[src/rtl/keypad_scanner.sv]
// 4x4 matrix keypad scanner with synchroniser and press/release debounce.
// Optional auto-repeat is built when KEYPAD_AUTOREPEAT_EN is defined.
module keypad_scanner #(
    parameter int unsigned SCAN_DIV     = 16,
    parameter int unsigned DEBOUNCE_CNT = 50000,
    parameter int unsigned REPEAT_CYC   = 500000
) (
    input  logic       clk,
    input  logic       rst,
    input  logic [3:0] row_in,
    output logic [3:0] col_out,
    output logic       key_pressed,
    output logic [3:0] keypad_out
);

    localparam int unsigned CNT_MAX = (DEBOUNCE_CNT > REPEAT_CYC) ? DEBOUNCE_CNT : REPEAT_CYC;
    localparam int unsigned DWELL_W = (SCAN_DIV > 1) ? $clog2(SCAN_DIV) : 1;
    localparam int unsigned CNT_W   = (CNT_MAX > 1) ? $clog2(CNT_MAX) : 1;
`ifdef KEYPAD_AUTOREPEAT_EN
    localparam int unsigned GAP_W      = 3;
    localparam int unsigned REPEAT_GAP = 8;
`endif

    typedef enum logic [1:0] {
        SCAN     = 2'd0,
        DEBOUNCE = 2'd1,
        PRESSED  = 2'd2,
        RELEASE  = 2'd3
    } state_t;

    state_t             state_q, state_d;
    logic [DWELL_W-1:0] dwell_q, dwell_d, dwell_inc;
    logic [CNT_W-1:0]   cnt_q, cnt_d, cnt_inc;
    logic [1:0]         col_idx_q, col_idx_d;
    logic [1:0]         row_idx_q, row_idx_d;
    logic               key_pressed_d;
    logic [3:0]         keypad_out_d;
    logic [3:0]         rows_s1, rows_s;
    logic [3:0]         row_pat;
    logic               row_hit;
    logic [1:0]         row_hit_idx;
`ifdef KEYPAD_AUTOREPEAT_EN
    logic [CNT_W-1:0]   hold_q, hold_d, hold_inc;
    logic [GAP_W-1:0]   gap_q, gap_d;
`endif

    function automatic logic [3:0] decode(input logic [1:0] r, input logic [1:0] c);
        logic [3:0] code;
        case ({r, c})
            4'h0: code = 4'h1;
            4'h1: code = 4'h2;
            4'h2: code = 4'h3;
            4'h3: code = 4'hA;
            4'h4: code = 4'h4;
            4'h5: code = 4'h5;
            4'h6: code = 4'h6;
            4'h7: code = 4'hB;
            4'h8: code = 4'h7;
            4'h9: code = 4'h8;
            4'hA: code = 4'h9;
            4'hB: code = 4'hC;
            4'hC: code = 4'hF;
            4'hD: code = 4'h0;
            4'hE: code = 4'hE;
            4'hF: code = 4'hD;
        endcase
        return code;
    endfunction

    // Two-flop synchroniser for the asynchronous row inputs
    always_ff @(posedge clk or posedge rst) begin
        if (rst) begin
            rows_s1 <= 4'hF;
            rows_s  <= 4'hF;
        end else begin
            rows_s1 <= row_in;
            rows_s  <= rows_s1;
        end
    end

    always_comb begin
        row_hit     = 1'b1;
        row_hit_idx = 2'd0;
        case (rows_s)
            4'b1110: row_hit_idx = 2'd0;
            4'b1101: row_hit_idx = 2'd1;
            4'b1011: row_hit_idx = 2'd2;
            4'b0111: row_hit_idx = 2'd3;
            default: row_hit     = 1'b0;
        endcase
    end

    assign row_pat   = ~(4'b0001 << row_idx_q);
    assign dwell_inc = (dwell_q == {DWELL_W{1'b1}}) ? dwell_q : dwell_q + DWELL_W'(1);
    assign cnt_inc   = (cnt_q == {CNT_W{1'b1}}) ? cnt_q : cnt_q + CNT_W'(1);
`ifdef KEYPAD_AUTOREPEAT_EN
    assign hold_inc  = (hold_q == {CNT_W{1'b1}}) ? hold_q : hold_q + CNT_W'(1);
`endif

    // Next-state and output logic; debounce thresholds act on the edge the count reaches them
    always_comb begin
        state_d       = state_q;
        dwell_d       = dwell_q;
        cnt_d         = cnt_q;
        col_idx_d     = col_idx_q;
        row_idx_d     = row_idx_q;
        key_pressed_d = key_pressed;
        keypad_out_d  = keypad_out;
`ifdef KEYPAD_AUTOREPEAT_EN
        hold_d        = hold_q;
        gap_d         = gap_q;
`endif
        case (state_q)
            SCAN: begin
                if (dwell_q == DWELL_W'(SCAN_DIV - 1)) begin
                    dwell_d = '0;
                    if (row_hit) begin
                        row_idx_d = row_hit_idx;
                        cnt_d     = '0;
                        state_d   = DEBOUNCE;
                    end else begin
                        col_idx_d = col_idx_q + 2'd1;
                    end
                end else begin
                    dwell_d = dwell_inc;
                end
            end
            DEBOUNCE: begin
                if (rows_s == row_pat) begin
                    cnt_d = cnt_inc;
                    if (cnt_inc == CNT_W'(DEBOUNCE_CNT - 1)) begin
                        keypad_out_d  = decode(row_idx_q, col_idx_q);
                        key_pressed_d = 1'b1;
                        cnt_d         = '0;
                        state_d       = PRESSED;
`ifdef KEYPAD_AUTOREPEAT_EN
                        hold_d        = '0;
                        gap_d         = '0;
`endif
                    end
                end else begin
                    dwell_d = '0;
                    state_d = SCAN;
                end
            end
            PRESSED: begin
                if (rows_s[row_idx_q]) begin
                    cnt_d   = '0;
                    state_d = RELEASE;
                end
`ifdef KEYPAD_AUTOREPEAT_EN
                else if (!key_pressed) begin
                    gap_d = gap_q + GAP_W'(1);
                    if (gap_q == GAP_W'(REPEAT_GAP - 1)) begin
                        key_pressed_d = 1'b1;
                        hold_d        = '0;
                        gap_d         = '0;
                    end
                end else if (keypad_out != 4'hE) begin
                    if (hold_q == CNT_W'(REPEAT_CYC - 1)) begin
                        key_pressed_d = 1'b0;
                        hold_d        = '0;
                        gap_d         = '0;
                    end else begin
                        hold_d = hold_inc;
                    end
                end
`endif
            end
            RELEASE: begin
                if (!rows_s[row_idx_q]) begin
                    cnt_d   = '0;
                    state_d = PRESSED;
`ifdef KEYPAD_AUTOREPEAT_EN
                    gap_d   = '0;
`endif
                end else begin
                    cnt_d = cnt_inc;
                    if (cnt_inc == CNT_W'(DEBOUNCE_CNT - 1)) begin
                        key_pressed_d = 1'b0;
                        col_idx_d     = col_idx_q + 2'd1;
                        dwell_d       = '0;
                        cnt_d         = '0;
                        state_d       = SCAN;
                    end
                end
            end
        endcase
    end

    always_ff @(posedge clk or posedge rst) begin
        if (rst) begin
            state_q     <= SCAN;
            dwell_q     <= '0;
            cnt_q       <= '0;
            col_idx_q   <= 2'd0;
            row_idx_q   <= 2'd0;
            col_out     <= 4'b1110;
            key_pressed <= 1'b0;
            keypad_out  <= 4'h0;
`ifdef KEYPAD_AUTOREPEAT_EN
            hold_q      <= '0;
            gap_q       <= '0;
`endif
        end else begin
            state_q     <= state_d;
            dwell_q     <= dwell_d;
            cnt_q       <= cnt_d;
            col_idx_q   <= col_idx_d;
            row_idx_q   <= row_idx_d;
            col_out     <= ~(4'b0001 << col_idx_d);
            key_pressed <= key_pressed_d;
            keypad_out  <= keypad_out_d;
`ifdef KEYPAD_AUTOREPEAT_EN
            hold_q      <= hold_d;
            gap_q       <= gap_d;
`endif
        end
    end

endmodule

[config.mk]
export PLATFORM = sky130hd
export DESIGN_NAME = keypad_scanner
export DESIGN_NICKNAME = d
export VERILOG_FILES = /design/src/rtl/keypad_scanner.sv
export SDC_FILE = /design/constraint.sdc
export NUM_CORES = 1
export LEC_CHECK = 0
export ABC_CLOCK_PERIOD_IN_PS = 5700
export CAP_MARGIN = 20
export CORE_ASPECT_RATIO = 0.75
export CORE_UTILIZATION = 65
export DETAILED_ROUTE_END_ITERATION = 12
export HOLD_SLACK_MARGIN = 0.12
export PLACE_DENSITY_LB_ADDON = 0.3
export SYNTH_ARGS = -nofsm -noshare
export SYNTH_HDL_FRONTEND = slang
export SYNTH_SLANG_ARGS = --single-unit
[constraint.sdc]
create_clock -name clk -period 5.7 [get_ports clk]
set_input_delay 0.57 -clock clk [delete_from_list [all_inputs] [get_ports clk]]
set_output_delay 0.57 -clock clk [all_outputs]
set_load 0.02 [all_outputs]
# == Yosys cells after proc, flatten, opt, wreduce, memory -nomap -nowiden ==
# Memories as Yosys holds them, arrays and structs flattened. A register that Yosys moved wholly into a read port is not among the register bits.
# Index checks and enable logic that the tools add are counted.
# Widths: inputs -> output; s select.
# classes
reduce_logical,10
n_bitwise,2
add_sub_neg,3
n_shift,2
n_lt_le_gt_ge,1
eq_ne,21
n_mux,35
# op_table
op,count
$mux 19,7
$pmux 19 s4,1
$mux 2,11
$add 19x1->19 const B,1
$eq 19x16->1 const B,1
$eq 19x19->1 const B,1
$eq 4x4->1 const B,4
$mux 4,4
$ne 2x2->1 const B,8
$pmux 4 s3,1
$reduce_and 5->1,2
$not 4->4,2
$pmux 2 s4,1
$reduce_and 4->1,2
$shl 1x2->4 const A,2
$mux 1,6
$ne 3x3->1 const B,2
$pmux 2 s3,1
$reduce_and 3->1,2
$add 4x1->4 const B,1
$eq 2x2->1 const B,2
$eq 4x3->1 const B,1
$eq 4x4->1,1
$pmux 2 s2,1
9 further kinds,9
# word_totals
n_memories,1
romBits,64
in_bits,6
out_inout_bits,9
wordCells,84
reg_bits,42
# mem_list
memory,words,word_bits,rd,rd_ports_with_merged_regs,write_ports,line_no,source
(no name shown),16,4,1,1,0,49,"case ({r, c})"

# == Depth between registers and ports, before layout ==
# Gate-level depths: netlist of the first run.
# logic_depth
ltp_word,8
mapped_depth,11
mapped_depth_nobuf,8

# == Worst setup path after synthesis of the first run ==
# OpenSTA, ideal clock, no wires.
# synth_path
kind,flip-flop to flip-flop
startpoint,register cnt_q[0]
endpoint,register col_out[0]
slack_ns,2.773
setup_ns,0.131
t_arrival_ns,2.796
stages_incl_launch_ff,9
n_path_buf,0
synth_period_minus_slack_ns,2.927
t_required_ns,5.569
cell_sequence,dfrtp_1 ha_1 nand3_2 nor4_1 mux2i_1 nand4_1 or3_4 a311o_1 or3_1
# synth_via
elab_chain_len,8
elab_cells_between_ends,9
cone_classes,1 x add/sub; 2 x eq/ne; 1 x shift; 4 x mux; 1 x bitwise
# synth_lines
element,line_no,source
from (decl),33,"logic [CNT_W-1:0] cnt_q, cnt_d, cnt_inc;"
from (signal assigned),208,cnt_q <= cnt_d;
$add 19x1->19 or $eq 19x19->1 (tied branches),95,assign cnt_inc = (cnt_q == {CNT_W{1'b1}}) ? cnt_q : cnt_q + CNT_W'(1);
$mux 19 (*),95,
$eq 19x16->1 (*),179,if (cnt_inc == CNT_W'(DEBOUNCE_CNT - 1)) begin
$mux 2 (*),179,
$mux 2 (*),171,if (!rows_s[row_idx_q]) begin
$pmux 2 s2 (*),113,case (state_q)
named net col_idx_d[0],34,"logic [1:0] col_idx_q, col_idx_d;"
$shl 1x2->4 (*),211,col_out <= ~(4'b0001 << col_idx_d);
$not 4->4 (*),211,
to (signal assigned),211,
to (decl),11,"output logic [3:0] col_out,"
# The timed path passes the listed nets; every way through them passes the cells marked *.
# A chain may end at the register's enable or synchronous reset.

# == Worst setup path after layout of the first run ==
# layout_path
startpoint,register cnt_q[0]
endpoint,register keypad_out[1]
# layout_via
elab_chain_len,4
elab_cells_between_ends,5
cone_classes,1 x add/sub; 2 x eq/ne; 1 x mux; 1 x reduce/logical
# layout_lines
element,line_no,source
$add 19x1->19 or $eq 19x19->1 (tied branches),95,
$mux 19 (*),95,
$eq 19x16->1 (*),131,if (cnt_inc == CNT_W'(DEBOUNCE_CNT - 1)) begin
$reduce_and 3->1 (no line) (*),n/a,
to (decl),13,output logic [3:0] keypad_out
# Every way passes the cells marked *; elsewhere a longest branch is shown, timed or not.

==> results of run 1 <==
[worst min-delay path by stage]
stage	endpoint	slack, ns	cells past startpoint
4_1_cts	rows_s[2]$_DFF_PP1_	0.36	0
2_1_floorplan	rows_s[0]$_DFF_PP1_	0.35	0
3_3_place_gp	rows_s[0]$_DFF_PP1_	0.35	0
6_report	rows_s[2]$_DFF_PP1_	0.36	0
3_5_place_dp	rows_s[2]$_DFF_PP1_	0.35	0
5_1_grt	rows_s[1]$_DFF_PP1_	0.36	0
[cells by family (layout without fill, tap and decap cells)]
| family | after synthesis | count (layout) |
|---|---|---|
| buffers and inverters | 37 | 44 |
| flip-flops | 46 | 46 |
| XOR/XNOR | 2 | 2 |
| AND/OR/NAND/NOR | 129 | 129 |
| multiplexers | 16 | 16 |
| AO/OA/AOI/OAI | 90 | 90 |
| adder cells (fa/ha/maj) | 12 | 12 |
[power by group]
part / switching [uW] / internal [uW] / leakage (uW)
Combinational: 173 / 111 / 0.000614
Clock: 113 / 131 / 0.0000585
Sequential: 27.9 / 357 / 0.000599
[state kept, by name, summed over array words and instances, names as in the netlist]
register     count
state_q          2
cnt_q           19
dwell_q          4
row_idx_q        2
rows_s1          4
col_idx_q        2
col_out          4
keypad_out       4
rows_s           4
key_pressed      1
[final cells by class]
cell class,count,area share
Timing Repair Buffer,16,0.0523
Multi-Input combinational cell,249,0.514
Clock inverter,3,0.0134
Tap cell,55,0.0210
Sequential cell,46,0.356
Inverter,20,0.0229
Clock buffer,5,0.0210
[through the flow]
step,utilization,worst slack [ns],std cells,hold WS [ns]
after floorplan,-,2.77,332,0.345
after global placement,0.741,2.48,384,0.346
after detailed placement,0.741,2.36,384,0.347
after CTS,0.767,2.31,392,0.360
after global routing,0.775,2.04,394,0.362
final,0.775,2.25,394,0.359
[placed cells by master, fill, tap and decap left out, types with 2 or more instances in the layout]
cell type         n
a31oi_1          17
nor3b_1           4
nand3_1          26
o21ai_1           3
ha_1             12
a211oi_1          2
inv_1            18
and2_1            3
nand2b_1          3
a32o_1            2
mux2i_1          14
a22o_1            2
clkbuf_8          5
xor2_1            2
dfstp_2          11
a41oi_1           4
dfrtp_1          35
clkdlybuf4s50_1  14
and4_1            4
nand3b_1          5
o211ai_1          3
a21o_1            4
nand4_1           7
or3b_2            2
nor3_1            3
nor2b_1           2
o21a_1            2
nand2_1          21
o22ai_1           5
o21ai_0          19
o31ai_1           2
nor4_1            6
nor2_1           23
and3_1            3
a21oi_1          15
or3_1             4
or2_2             2
[layer usage]
metal,GRT usage,share of wire,vias to the layer above
li1,-,-,1246
met1,0.468,0.48,1282
met2,0.476,0.43,135
met3,0.0752,0.082,7
met4,0.0485,0.0061,0
met5,0,0,-
[critical path, cell delays in order, from the launching register on]
cell and delay (ns):
dfrtp_1 0.44, ha_1 0.32, nand3_2 0.22, nor4_1 0.59, mux2i_1 0.30, o211ai_1 0.12, or4_4 0.69, or2_4 0.33
mux2_1 0.32
==> results.toml, run 1 <==
[synthesis]
synth_top_family_by_area = "simple AND/OR/NAND/NOR gates"
yosysTopAreaCell = "dfrtp_1"
netlist_instances = 332
ys.flop_type = "dfrtp_1"
yosys.area_share.adder = 0.0502
synth_xor_area_frac = 0.00586
syn_avg_cell_area_um2 = 9.01
synth_compound_area_frac = 0.197
synthTopCellsByArea = "dfrtp_1, dfstp_2, ha_1, mux2i_1, nand3_1"
synth_top_area_frac = 0.293
ys_async_sr_fraction = 1.00
syn_area_mm2 = 0.00299
ys_seq_area_frac = 0.390
yosys_warnings = 0
syn_nets = 350
synth_edf_count = 0
yosys.area_share.simple = 0.247
yosysMostFrequentCell = "dfrtp_1"
ys_types = 62
ys_ff_latch = 46
ys_top_cells_by_count = "dfrtp_1, nand3_1, nor2_1"
synth.area.mux_share = 0.0582

[global_route]
grt_first_pass_wirelength_mm = 11.4
grt_overflow = 0
grt_max_degree = 47
grt_usage = 0.313
antenna_found_initial = 0
first_global_vias = 2327

[pwr]
irDropWorstVdd_v = 0.000221
p_leak_uw = 0.00127
fin_total_pwr_uw = 914
power.density_mw_per_mm2 = 279

[clock_tree]
cts_root_buf = "clkbuf_8"
cts.clk_slew.worst_paths_ns = 0.09
htree_levels = 2
cts_tree = "built"
ctsResizeCount = 0
ctsHoldBuffers = 0
numCtsBuffers = 5
clock_latency_ns = 0.30
cts.sinks = 46
clockBufferDepth = 2
post-cts-setup-buffer-count = 0

[timing]
slew_viol_final = 0
finalCriticalPeriod_ns = 3.45
tightest_slew_ns = 0.714
setup_tns_ns = 0
slew_headroom = 0.522
rsz0062_at_grt = "no"
fin_crit_sh = 0.606
fin_skew_ns = 0.00433
setup_violations = 0
fmax_mhz = 289
hold_viol_final = 0

[critical_path]
required_ns = 5.89
crit_start = "cnt_q[0]$_DFFE_PP0P_"
cp-end-kind = "flip-flop"
reg2reg_to = "keypad_out[1]$_DFFE_PP0P_"
reg2reg_depth = 8
crit_path_end = "keypad_out[1]$_DFFE_PP0P_"
r2r-start = "cnt_q[0]$_DFFE_PP0P_"
regToRegSetupSlack_ns = 2.25
worstSetupStartpointType = "flip-flop"
arrival_ns = 3.64
cp_max_fo = 31
critical_path_class = "reg -> reg"

[die]
fp.coreArea_mm2 = 0.00423
io_pins = 15
die_w_um = 80.3
design.die.area_mm2 = 0.00488
fp-row-count = 20
dieHeight_um = 60.7
initial_core_util = 0.707

[placed_design]
place_hpwl_mm = 5.10
numPortBuffers = 14
finalWeightedCongestion = 0.962
place_area_mm2 = 0.00313

[drt]
wl_per_cell_um = 17.9
first_pass_iters = 6
viasPerCell = 6.78
vias = 2670
ant_nets = 0
drt_iter0_drc = 424
drt_wl_total_mm = 7.04
drc = 0

[status]
status = "finished, final reports clean"

[run]
drv_cap = 0

[final_layout]
antenna_cells = 0
final_nets = 356
fin_area_mm2 = 0.00328
multi_input_area_mm2 = 0.00168
areaGrowthSynthToFinish_pct = 9.54
seqCellArea_mm2 = 0.00116
fillerInstances = 284
drive_above_1_share = 0.121

[hold_path]
holdCritStartpoint = "rows_s1[2]$_DFF_PP1_"
worstHoldPathType = "reg -> reg"
Power figures use the tool's default switching activity.
==> run 2, diff against run 1 <==
Settings changed: ABC_CLOCK_PERIOD_IN_PS 5700 to 3300, CORE_UTILIZATION 65 to 60.
Clock period 5.7 ns to 3.3 ns, I/O delays scaled along.
==> results.toml, run 2 (synthesized netlist as in run 1, its figures left out) <==
[drt]
highest_layer = "met4"
drt_iter0_drc = 283
drc = 0
vias = 2671
wl_per_cell_um = 17.4
drt_wl_total_mm = 6.95
m1WireLength_mm = 3.46
first_pass_iters = 5
viasPerCell = 6.69
routed-wl-met2_mm = 2.77
ant_nets = 0
wl_met3_um = 612

[critical_path]
worstSetupStartpointType = "flip-flop"
arrival_ns = 3.27
required_ns = 3.49
critical_path_class = "reg -> reg"
cp_max_fo = 8
cp-end-kind = "flip-flop"
regToRegSetupSlack_ns = 0.22

[die]
fp-row-count = 21
io_pins = 15
fp.coreArea_mm2 = 0.00462
dieHeight_um = 63.1
design.die.area_mm2 = 0.00527
die_w_um = 83.5
initial_core_util = 0.647

[run]
drv_cap = 0

[hold_path]
worstHoldPathType = "reg -> reg"

[timing]
fmax_mhz = 325
worst_slack_ns = 0.225
finalCriticalPeriod_ns = 3.08
setup_tns_ns = 0
fin_skew_ns = 0.00947
slew_viol_final = 0
hold_viol_final = 0
setup_violations = 0
rsz0062_at_grt = "no"
slew_headroom = 0.374
tightest_slew_ns = 0.938
fin_crit_sh = 0.932

[final_layout]
fillerInstances = 351
fin_area_mm2 = 0.00327
final_nets = 359
antenna_cells = 0
final_cell_mix = "dfrtp_1, nand3_1, nor2_1"
final_common_cell = "dfrtp_1"
max_flop_register = "cnt_q"
largest_reg_flops = 19
areaGrowthSynthToFinish_pct = 9.41
finish.utilization = 0.708
drive_above_1_share = 0.137

[clock_tree]
ctsHoldBuffers = 0
post-cts-setup-buffer-count = 0
cts_tree = "built"
cts.clk_slew.worst_paths_ns = 0.09
clock_latency_ns = 0.31
clockBufferDepth = 2
numCtsBuffers = 5
cts.sinks = 46
htree_levels = 2
ctsResizeCount = 0
cts_root_buf = "clkbuf_8"

[placed_design]
place_hpwl_mm = 4.94
finalWeightedCongestion = 0.951
dpl_worst_slack_ns = 0.217
numPortBuffers = 14
place_area_mm2 = 0.00317

[global_route]
grt_first_pass_wirelength_mm = 11.5
first_global_vias = 2348
grt_max_degree = 47
antenna_found_initial = 0
grt_usage = 0.280
grt_overflow = 0

[pwr]
irDropWorstVdd_v = 0.000394
power.density_mw_per_mm2 = 464
p_leak_uw = 0.00126

[status]
status = "finished, final reports clean"
[run 2: worst max-delay path, cell delays in order (launching register included)]
cell and delay [ns]:
dfrtp_2 0.42, ha_2 0.26, nand3_2 0.21, nor3_2 0.39
mux2i_1 0.34, nand4_1 0.16, or3_4 0.37, a311o_1 0.42
or3_1 0.39
[run 2: report_power, final]
| group | switching, uW | internal, uW |
|---|---|---|
| logic | 301 | 191 |
| clock network | 211 | 149 |
| registers | 49.6 | 618 |
| total | 561 | 958 |
[run 2: area by class of cell]
cell class | instances | area, um^2 | share of cell area
Clock buffer | 5 | 68.8 | 0.0210
Clock inverter | 3 | 21.3 | 0.00650
Inverter | 20 | 75.1 | 0.0229
Multi-Input combinational cell | 249 | 1690 | 0.517
Sequential cell | 46 | 1170 | 0.356
Tap cell | 57 | 71.3 | 0.0218
Timing Repair Buffer | 19 | 178 | 0.0543
[run 2: path summary, 6_finish.rpt]
| check | from | to | depth (start not counted) |
|---|---|---|---|
| setup / recovery | cnt_q[0]$_DFFE_PP0P_ | col_out[0]$_DFF_PP0_ | 8 |
| hold / removal | rows_s1[0]$_DFF_PP1_ | rows_s[0]$_DFF_PP1_ | 0 |
| setup reg to reg | cnt_q[0]$_DFFE_PP0P_ | col_out[0]$_DFF_PP0_ | 8 |
| hold reg to reg | rows_s1[0]$_DFF_PP1_ | rows_s[0]$_DFF_PP1_ | 0 |
| max in group asynchronous | rst | cnt_q[0]$_DFFE_PP0P_ | 2 |
| min in group asynchronous | rst | cnt_q[16]$_DFFE_PP0P_ | 2 |
[run 2: per-stage QoR]
| stage | cells | hold WS [ns] | total power, uW |
|---|---|---|---|
| 2_1_floorplan | 332 | 0.334 | 1030 |
| 3_3_place_gp | 391 | 0.346 | 1130 |
| 3_5_place_dp | 391 | 0.348 | 1150 |
| 4_1_cts | 399 | 0.362 | 1520 |
| 5_1_grt | 399 | 0.368 | 1610 |
| 6_report | 399 | 0.360 | 1520 |
[run 2: per-layer routing]
layer,vias up,GRT usage
li1,1256,-
met1,1272,0.426
met2,130,0.387
met3,13,0.0695
met4,0,0.0932
met5,-,0
